### config.mk
export PLATFORM = sky130hd
export DESIGN_NAME = elevator_dispatcher
export DESIGN_NICKNAME = d
export VERILOG_FILES = /design/src/rtl/elevator_dispatcher.sv
export SDC_FILE = /design/constraint.sdc
export NUM_CORES = 1
export LEC_CHECK = 0
export CAP_MARGIN = 20
export CORE_MARGIN = 5
export CORE_UTILIZATION = 41
export DETAILED_ROUTE_END_ITERATION = 8
export PLACE_DENSITY = 0.68
export SLEW_MARGIN = 20
export SYNTH_ARGS = -nofsm -noshare
export SYNTH_HDL_FRONTEND = slang
export SYNTH_SLANG_ARGS = --single-unit
export TNS_END_PERCENT = 1
### constraint.sdc
create_clock -name clk -period 4.25 [get_ports clk]
set_input_delay 1.0625 -clock clk [delete_from_list [all_inputs] [get_ports clk]]
set_output_delay 1.0625 -clock clk [all_outputs]
set_load 0.01 [all_outputs]
### src/rtl/elevator_dispatcher.sv
// elevator_dispatcher: SCAN scheduler for a single car. It latches call
// buttons, picks the next one-hot floor target for the car controller and
// holds the door open for a programmable dwell at every stop.
module elevator_dispatcher #(
  parameter int          NFLOORS     = 4,
  parameter logic [24:0] TICK_DIV    = 25'd16777216,
  parameter logic [7:0]  DWELL_TICKS = 8'd3
) (
  input  logic               clk,
  input  logic               rst_n,
  input  logic [NFLOORS-1:0] call,
  input  logic [NFLOORS-1:0] cur_floor,
  output logic [NFLOORS-1:0] floor_cmd,
  output logic [NFLOORS-1:0] pending,
  output logic               door_open,
  output logic               moving,
  output logic               dir_up,
  output logic               fault
);

  typedef enum logic [1:0] {
    IDLE = 2'd0,
    MOVE = 2'd1,
    DOOR = 2'd2
  } state_t;

  localparam logic [NFLOORS-1:0] ONE = {{(NFLOORS-1){1'b0}}, 1'b1};

  state_t             state, state_next;
  logic [NFLOORS-1:0] floor_cmd_next, pending_next;
  logic               dir_up_next, fault_next;
  logic [24:0]        prescale, prescale_next;
  logic [7:0]         dwell, dwell_next;
  logic               rearm, rearm_next;

  logic [NFLOORS-1:0] below_mask, at_or_below_mask;
  logic [NFLOORS-1:0] above, below;
  logic [NFLOORS-1:0] cmd_below_mask, cmd_at_or_below_mask;
  logic [NFLOORS-1:0] ahead_up, ahead_down;
  logic               cur_valid, tick_done, dwell_done, same_floor_call;

  // Isolates the lowest set bit (two's complement trick).
  function automatic logic [NFLOORS-1:0] lowest_bit(input logic [NFLOORS-1:0] x);
    return x & (~x + ONE);
  endfunction

  // Isolates the highest set bit.
  function automatic logic [NFLOORS-1:0] highest_bit(input logic [NFLOORS-1:0] x);
    logic [NFLOORS-1:0] res;
    res = '0;
    for (int i = 0; i < NFLOORS; i++) begin
      if (x[i]) begin
        res    = '0;
        res[i] = 1'b1;
      end
    end
    return res;
  endfunction

  // Floor masks relative to the car position and the current target; the
  // one-hot cur_floor minus one gives every floor strictly below it.
  always_comb begin
    below_mask           = cur_floor - ONE;
    at_or_below_mask     = cur_floor | below_mask;
    above                = pending & ~at_or_below_mask;
    below                = pending & below_mask;
    cmd_below_mask       = floor_cmd - ONE;
    cmd_at_or_below_mask = floor_cmd | cmd_below_mask;
    ahead_up             = above & cmd_below_mask;
    ahead_down           = below & ~cmd_at_or_below_mask;
    cur_valid            = (cur_floor != '0) && ((cur_floor & below_mask) == '0);
    tick_done            = (prescale == TICK_DIV - 25'd1);
    dwell_done           = tick_done && (dwell == DWELL_TICKS - 8'd1);
    same_floor_call      = ((call & cur_floor) != '0);
  end

  // Next-state, target selection, call latching and dwell timing.
  always_comb begin
    state_next     = state;
    floor_cmd_next = floor_cmd;
    pending_next   = pending;
    dir_up_next    = dir_up;
    fault_next     = fault;
    prescale_next  = prescale;
    dwell_next     = dwell;
    rearm_next     = 1'b0;

    if (fault) begin
      rearm_next = rearm;
    end else if (!cur_valid) begin
      fault_next = 1'b1;
      rearm_next = rearm;
    end else begin
      pending_next = pending | call;
      case (state)
        IDLE: begin
          floor_cmd_next = cur_floor;
          if ((pending & cur_floor) != '0) begin
            state_next    = DOOR;
            pending_next  = pending_next & ~cur_floor;
            prescale_next = '0;
            dwell_next    = '0;
          end else if (dir_up && (above != '0)) begin
            floor_cmd_next = lowest_bit(above);
            state_next     = MOVE;
          end else if (below != '0) begin
            dir_up_next    = 1'b0;
            floor_cmd_next = highest_bit(below);
            state_next     = MOVE;
          end else if (above != '0) begin
            dir_up_next    = 1'b1;
            floor_cmd_next = lowest_bit(above);
            state_next     = MOVE;
          end
        end
        MOVE: begin
          if (cur_floor == floor_cmd) begin
            state_next    = DOOR;
            pending_next  = pending_next & ~cur_floor;
            prescale_next = '0;
            dwell_next    = '0;
          end else if (dir_up && (ahead_up != '0)) begin
            floor_cmd_next = lowest_bit(ahead_up);
          end else if (!dir_up && (ahead_down != '0)) begin
            floor_cmd_next = highest_bit(ahead_down);
          end
        end
        DOOR: begin
          floor_cmd_next = cur_floor;
          pending_next   = pending_next & ~cur_floor;
          // A same-floor press freezes the dwell; the following edge then
          // restarts it from zero, so the full dwell counts from there.
          if (same_floor_call) begin
            rearm_next = 1'b1;
          end else if (rearm) begin
            prescale_next = '0;
            dwell_next    = '0;
          end else if (dwell_done) begin
            state_next    = IDLE;
            prescale_next = '0;
            dwell_next    = '0;
          end else if (tick_done) begin
            prescale_next = '0;
            dwell_next    = dwell + 8'd1;
          end else begin
            prescale_next = prescale + 25'd1;
          end
        end
        default: begin
          state_next = IDLE;
        end
      endcase
    end
  end

  // State and datapath registers with synchronous active-low reset.
  always_ff @(posedge clk) begin
    if (!rst_n) begin
      state     <= IDLE;
      floor_cmd <= ONE;
      pending   <= '0;
      dir_up    <= 1'b1;
      fault     <= 1'b0;
      prescale  <= '0;
      dwell     <= '0;
      rearm     <= 1'b0;
    end else begin
      state     <= state_next;
      floor_cmd <= floor_cmd_next;
      pending   <= pending_next;
      dir_up    <= dir_up_next;
      fault     <= fault_next;
      prescale  <= prescale_next;
      dwell     <= dwell_next;
      rearm     <= rearm_next;
    end
  end

  assign door_open = (state == DOOR);
  assign moving    = (state == MOVE);

endmodule
Yosys cells after proc, flatten, opt, wreduce, memory -nomap -nowiden
Index checks and enable logic that the tools add are counted.
Operators by class
  muxes and demuxes: 48
  $add $sub $neg: 6
  reduce and logical (&&, ||, !) cells: 23
  bitwise operators: 21
  eq/ne operators: 14
Operator list (number)
  two-way mux 25 bit: 6
  one-hot mux 25 bit (3 select lines): 1
  two-way mux 4 bit: 15
  two-way mux 8 bit: 6
  bitwise AND 4 bit: 10
  nonzero test 4 bit: 7
  adder 25 x 1 -> 25 bit (second input constant): 1
  equality test 25 x 24 -> 1 bit (second input constant): 1
  one-hot mux 4 bit (3 select lines): 2
  one-hot mux 8 bit (3 select lines): 1
  inverter 4 bit: 5
  two-way mux 2 bit: 8
  AND reduction 7 bit: 2
  bitwise OR 4 bit: 3
  AND reduction 6 bit: 2
  adder 4 x 1 -> 4 bit (second input constant): 2
  adder 8 x 1 -> 8 bit (second input constant): 1
  equality test 8 x 2 -> 1 bit (second input constant): 1
  two-way mux 1 bit: 8
  != test 2 bit (second input constant): 4
  subtractor 4 x 1 -> 4 bit (second input constant): 2
  one-hot mux 2 bit (3 select lines): 1
  logical AND 1 bit: 5
  != test 5 bit (second input constant): 1
  other kinds (14): 17
Word-level totals
  word-level logic and storage cells: 120
  input port bits: 10
  bits in registers: 46

Depth between registers and ports, before layout
Gate-level depths: netlist of the first run.
  word-level depth: 12
  mapped depth: 12

Worst setup path after synthesis of the first run
Ideal clock, no wire load.
  kind: input -> register
  start: in cur_floor[1]
  end: reg dwell[2]
  arrival: 3.392 ns
  setup slack: 0.772 ns
  cell stages on the path: 10
  setup time: 0.086 ns
  buffers on the path: 1
  path through: clkbuf_1 -> inv_1 -> ha_1 -> inv_1 -> ha_1 -> or4_4 -> nor3_4 -> nand4_4 -> or4_1 -> a221oi_2
Between the ends
  longest elaborated chain between the ends: 5
  elaborated cells on any way between the ends: 14
  classes of those cells: add/sub (1); eq/ne (4); bitwise (3); reduce/logical (6)
RTL lines
  start: declaration: line 12  | input logic [NFLOORS-1:0] cur_floor,
  subtractor 4 x 1 -> 4 bit: line 63  | below_mask = cur_floor - ONE;
  bitwise AND 4 bit: line 71  | cur_valid = (cur_floor != '0) && ((cur_floor & below_mask) == '0);
  logical NOT 4 bit: line 71
  logical AND 1 bit: line 71
  AND reduction 7 bit (no source line) *
  end signal: assignment: line 174  | dwell <= dwell_next;
  end: declaration: line 33  | logic [7:0] dwell, dwell_next;
Mark *: on every way between the ends. The rest lies on a longest branch, timed or not.
A chain may end at the register's enable or synchronous reset.

Worst setup path after layout of the first run
  start: in cur_floor[1]
  end: reg prescale[10]
Between the ends
  longest elaborated chain between the ends: 5
  elaborated cells on any way between the ends: 14
  classes of those cells: add/sub (1); eq/ne (4); bitwise (3); reduce/logical (6)
RTL lines
  subtractor 4 x 1 -> 4 bit: line 63
  bitwise AND 4 bit: line 71
  logical NOT 4 bit: line 71
  logical AND 1 bit: line 71
  AND reduction 6 bit (no source line) *
  end signal: assignment: line 173  | prescale <= prescale_next;
  end: declaration: line 32  | logic [24:0] prescale, prescale_next;
Marked as above.

==> results.json, run 1 <==
{
  "status": "finished, final reports clean",
  "ant_nets": 0,
  "async_flop_share_pct": 0,
  "finalInstanceArea_um2": 3650,
  "grtUsageMet1_pct": 23.0,
  "endpoint_kind": "flop",
  "antenna_cells": 0,
  "synth.avg_cell_area_um2": 8.09,
  "path_class": "in -> reg",
  "root_buffer": "clkbuf_8",
  "worst_pin_slew_ps": 761,
  "cp_slowest_stage_delay_ps": 520,
  "clock_latency_ps": 300,
  "fill_cells": 784,
  "dp_cells": 509,
  "slew_violations": 0,
  "power_uw": 941,
  "regToRegSetupSlack_ps": 1780,
  "cpMaxStageDelayCell": "or4_4",
  "post_cts_resized": 0,
  "fin_skew_ps": 6.07,
  "p_per_area_nw_per_um2": 258,
  "synth_cell_types": 63,
  "drt_iter0_markers": 222,
  "routedWlPerCell_um": 16.5,
  "cts_tree": "done",
  "cellLeakagePower_nw": 1.20,
  "fin_nets": 442,
  "cts_inserted_buffers": 5,
  "postSynthCellCount": 400,
  "routed-via-count": 3175,
  "layout-drive-gt1-share_pct": 7.47,
  "drc": 0,
  "rows": 32,
  "reg2regPathDepth": 7,
  "synth_area_um2": 3230,
  "rsz0062_at_grt": "no",
  "die_width_um": 98.8,
  "post-dp-hpwl_mm": 6.32,
  "fin_crit_sh_pct": 86.8,
  "cp.arrival_ps": 3910,
  "gr-usage-met2_pct": 30.2,
  "antenna_found_initial": 0,
  "crit_family": "simple AND/OR/NAND/NOR gates",
  "ys_seq_area_share_pct": 28.5,
  "cts_htree_levels": 2,
  "period_needed_ps": 3690,
  "synth_ff_type": "dfxtp_1",
  "synth.most_common_cell": "dfxtp_1",
  "start_kind": "input pin",
  "routabilityCongestion": 0.922,
  "synth.net_count": 428,
  "synth_edf_count": 0,
  "path_depth": 11,
  "crit_path_cell_trace": "clkdlybuf4s50_1 -> inv_1 -> ha_1 -> inv_1 -> ha_1 -> or4_4 -> nor3_4 -> nand4_4 -> buf_4 -> or4_1 -> a211oi_1",
  "path_clk_slew_ps": 90,
  "io-pin-count": 22,
  "grt.overflow.total": 0,
  "final_hold_viol_count": 0,
  "vias_per_cell": 6.14,
  "ir_worst_vdd_mv": 0.132,
  "maxSlewHeadroom_pct": 49.3,
  "grt_use_total_pct": 17.7,
  "cp.required_ps": 4470,
  "hp-class": "reg -> reg",
  "ys_warn_count": 0,
  "dr.pass1.iters": 4,
  "fmax_ghz": 0.271,
  "grt_first_pass_wirelength_mm": 14.6,
  "synth_top_area_share_pct": 28.5,
  "numPortBuffers": 21,
  "instances_no_fill": 517,
  "synth.largest_area_cell": "dfxtp_1",
  "met3_usage_pct": 3.11,
  "setup_tns_ps": 0,
  "drt_wl_total_mm": 8.52,
  "r2r-start": "state[0]",
  "die_y_um": 98.8,
  "cp_max_fo": 27,
  "postCtsHoldBufs": 0,
  "syn_to_final_growth_pct": 12.9,
  "synth_area_leaders": "dfxtp_1, ha_1, a21oi_1",
  "post_cts_buffers": 0,
  "postPlaceCellArea_um2": 3540,
  "cts.sinks": 46,
  "worst_slack_ps": 559,
  "fp.coreArea_um2": 7690,
  "endpoint": "prescale[10]",
  "initial_utilization_pct": 42.1,
  "maxCapViolCount": 0,
  "setup.worst_path.start": "cur_floor[1]",
  "clockBufferDepth": 2,
  "grt_max_degree": 28,
  "synth_common_cells": "dfxtp_1, a21oi_1, nand2_1, nand3_1, inv_1",
  "synth_seq_cells": 46,
  "critPathBufInv": 4,
  "timing.rr.end": "prescale[10]",
  "top_usage_layer": "met2",
  "die_area_um2": 9770,
  "dp_slack_ps": 252,
  "setup_viol": 0,
  "grt_pass1_vias": 3045
}
## power breakdown
part	leakage, nW	switching, mW	internal, mW
logic	0.775	0.0923	0.0673
clock network	0.0504	0.156	0.175
registers	0.372	0.0127	0.438
## worst min path at each step
stage	startpoint	end	slack (ps)	cells after the start
finish	dwell[7]	dwell[7]	480	2
global route	prescale[24]	prescale[24]	500	1
CTS	prescale[24]	prescale[24]	490	1
detailed placement	prescale[21]	prescale[21]	470	2
global placement	dwell[7]	dwell[7]	460	2
floorplan	prescale[21]	prescale[21]	450	2
## stage by stage
| step | util, % | hold slack (ps) |
|---|---|---|
| global route | 47.5 | 504 |
| detailed placement | 46.0 | 472 |
| finish | 47.5 | 482 |
| global placement | 46.0 | 459 |
| floorplan | - | 447 |
| CTS | 47.5 | 487 |
## final cells by class
type,count,area [µm²],area share [%]
Sequential cell,46,921,25.2
Multi-Input combinational cell,310,2130,58.4
Inverter,21,78.8,2.16
Clock inverter,3,45.0,1.23
Clock buffer,5,68.8,1.88
Tap cell,102,128,3.49
Timing Repair Buffer,30,278,7.61
## registers in the layout, summed over array words and instances, names as in the netlist
signal,count
state,2
fault,1
dwell,8
prescale,25
rearm,1
dir_up,1
floor_cmd,4
pending,4
## cells in the final DEF (no fill, tap or decap), types with 4 or more instances in the layout
cell type,instances
nand2b_1,4
and2_1,8
or3_1,12
o31ai_1,14
clkdlybuf4s50_1,21
inv_1,21
and4_1,7
ha_1,18
nand2_1,28
xor2_1,6
dfxtp_1,46
nor4_1,5
nor2_1,15
buf_4,9
and3_1,9
a31oi_1,10
clkbuf_8,5
or4_1,15
o211ai_1,4
o41ai_1,4
nand4_1,6
a21oi_1,36
nor3_1,4
a211oi_1,4
nand3_1,26
o21ai_0,19
## routing by layer
metal  part of all wire, %  up-vias
met3                   5.1       15
met5                     0        -
met4                   1.7        0
met1                    44     1504
li1                      -     1576
met2                    49       80
## tightest hold or removal path: stages, from the launching register on
cell	delay, ps
dfxtp_1	320
o31ai_1	60
a21oi_1	60
## logic make-up (layout without fill, tap and decap cells)
group	count (synthesis)	count (layout)	share of synthesized area, %
AND/OR/NAND/NOR	160	160	30.4
AO/OA/AOI/OAI	124	124	26.3
flip-flops	46	46	28.5
buffers and inverters	44	59	5.57
adder cells (fa/ha/maj)	18	18	6.96
XOR/XNOR	6	6	1.62
multiplexers	2	2	0.619
Power figures use the tool's default switching activity.
==> inputs of run 2 (changes only) <==
--- a/config.mk
+++ b/config.mk
@@ -10,6 +10,7 @@
 export CORE_UTILIZATION = 41
 export DETAILED_ROUTE_END_ITERATION = 8
 export PLACE_DENSITY = 0.68
+export REMOVE_ABC_BUFFERS = 1
 export SLEW_MARGIN = 20
 export SYNTH_ARGS = -nofsm -noshare
 export SYNTH_HDL_FRONTEND = slang
==> run 2 against run 1 <==
Flip-flop and latch count stayed put; sequential power about the same; combinational power is essentially flat; register-to-register slack lost 80 ps; critical path depth stayed put; hold slack got worse by 0.91 ps; total power rose by 0.16%; clock power about the same; critical path type unchanged.
==> results.json, run 2 (same netlist as run 1, synthesis figures left out) <==
{
  "fmax_ghz": 0.274,
  "syn_to_final_growth_pct": 13.3,
  "die_width_um": 98.8,
  "path_class": "in -> reg",
  "layout-drive-gt1-share_pct": 7.67,
  "drt_iter0_markers": 295,
  "seq_area_um2": 921,
  "cts_inserted_buffers": 5,
  "p_per_area_nw_per_um2": 257,
  "io-pin-count": 22,
  "path_clk_slew_ps": 90,
  "die_area_um2": 9770,
  "holdWs_ps": 481,
  "rsz0062_at_grt": "no",
  "endpoint_kind": "flop",
  "postCtsHoldBufs": 0,
  "post_cts_buffers": 0,
  "grt_pass1_vias": 3045,
  "cts_htree_levels": 2,
  "setup_tns_ps": 0,
  "fin_nets": 444,
  "maxCapViolCount": 0,
  "start_kind": "input pin",
  "setup_viol": 0,
  "initial_utilization_pct": 42.1,
  "fin_skew_ps": 16.9,
  "grt_use_total_pct": 17.9,
  "cpMaxStageDelayCell": "or4_4",
  "final_common_cell": "dfxtp_1",
  "status": "finished, final reports clean",
  "clock_latency_ps": 300,
  "top_regs": "prescale (25), dwell (8)",
  "rows": 32,
  "routedWlPerCell_um": 16.8,
  "crit_family": "simple AND/OR/NAND/NOR gates",
  "post-dp-hpwl_mm": 6.45,
  "instances_no_fill": 519,
  "maxSlewHeadroom_pct": 48.3,
  "cp.arrival_ps": 3880,
  "antenna_cells": 0,
  "top_register": "prescale",
  "multi_input_area_um2": 2130,
  "fp.coreArea_um2": 7690,
  "final_hold_viol_count": 0,
  "grt_first_pass_wirelength_mm": 14.8,
  "worst_pin_slew_ps": 776,
  "hp-class": "reg -> reg",
  "dp_cells": 511,
  "post_cts_resized": 0,
  "routed-via-count": 3222,
  "antenna_found_initial": 0,
  "final_cell_mix": "dfxtp_1, a21oi_1, nand2_1, nand3_1",
  "cp_slowest_stage_delay_ps": 520,
  "period_needed_ps": 3650,
  "vias_per_cell": 6.21,
  "cp_max_fo": 15,
  "critPathBufInv": 4,
  "ir_worst_vdd_mv": 0.133,
  "grt.overflow.total": 0,
  "drt_wl_total_mm": 8.74,
  "fin_crit_sh_pct": 85.8,
  "fill_cells": 744,
  "numPortBuffers": 21,
  "dr.pass1.iters": 5,
  "routabilityCongestion": 0.854,
  "root_buffer": "clkbuf_8",
  "drc": 0,
  "clockBufferDepth": 2,
  "cts_tree": "done",
  "cp.required_ps": 4490,
  "grt_max_degree": 25,
  "crit_path_cell_trace": "clkdlybuf4s50_1 -> inv_1 -> ha_1 -> inv_1 -> ha_1 -> or4_4 -> nor3_4 -> nand4_4 -> buf_4 -> or4_1 -> a21oi_1",
  "die_y_um": 98.8,
  "largest_reg_flops": 25,
  "slew_violations": 0,
  "ant_nets": 0,
  "cts.sinks": 46,
  "cellLeakagePower_nw": 1.21
}
-- run 2: cell types whose count changed in the layout (fill, tap and decap cells not counted) --
| cell | before | now |
|---|---|---|
| clkinvlp_4 | 2 | 1 |
| clkbuf_1 | 0 | 1 |
| buf_4 | 9 | 11 |
-- run 2: path summary, 6_finish.rpt --
check / endpoint / startpoint / slack, ps / cells after the start
min reg2reg: prescale[24] / prescale[24] / 480 / 1
max: dwell[4] / cur_floor[1] / 600 / 11
min: prescale[24] / prescale[24] / 480 / 1
max reg2reg: prescale[10] / state[0] / 1700 / 7
-- run 2: where the power goes --
| part | internal (mW) | switching, mW | total (mW) |
|---|---|---|---|
| combinational | 0.0683 | 0.0945 | 0.163 |
| clock | 0.176 | 0.154 | 0.330 |
| sequential | 0.438 | 0.0122 | 0.450 |
| total | 0.682 | 0.261 | 0.943 |
-- run 2: cell type report --
type	count	share of cell area (%)
clock buffers	6	1.98
clock inverters	2	1.02
inverters	21	2.15
multi-input cells	310	58.2
flip-flops and latches	46	25.1
well taps	102	3.48
repair buffers	32	7.99
-- run 2: metal layers --
metal,global-route usage (%),share of wire [%]
met2,28.3,45
met1,25.5,49
met3,2.55,4.2
met4,5.15,1.6
met5,0,0
-- run 2: stage by stage --
step	util (%)	instance area, µm²	total power, mW	setup WS [ps]
6_report	47.7	3660	0.943	604
5_1_grt	47.7	3660	0.986	449
4_1_cts	47.7	3660	0.947	623
3_5_place_dp	46.2	3550	0.620	304
3_3_place_gp	46.2	3550	0.618	407
2_1_floorplan	-	3130	0.552	368
==> inputs of run 3 (changes only) <==
--- a/config.mk
+++ b/config.mk
@@ -15,4 +15,4 @@
 export SYNTH_ARGS = -nofsm -noshare
 export SYNTH_HDL_FRONTEND = slang
 export SYNTH_SLANG_ARGS = --single-unit
-export TNS_END_PERCENT = 1
+export TNS_END_PERCENT = 5
==> results of run 3 <==
Same layout as run 2: the final DEF is identical, and so are final timing and power.
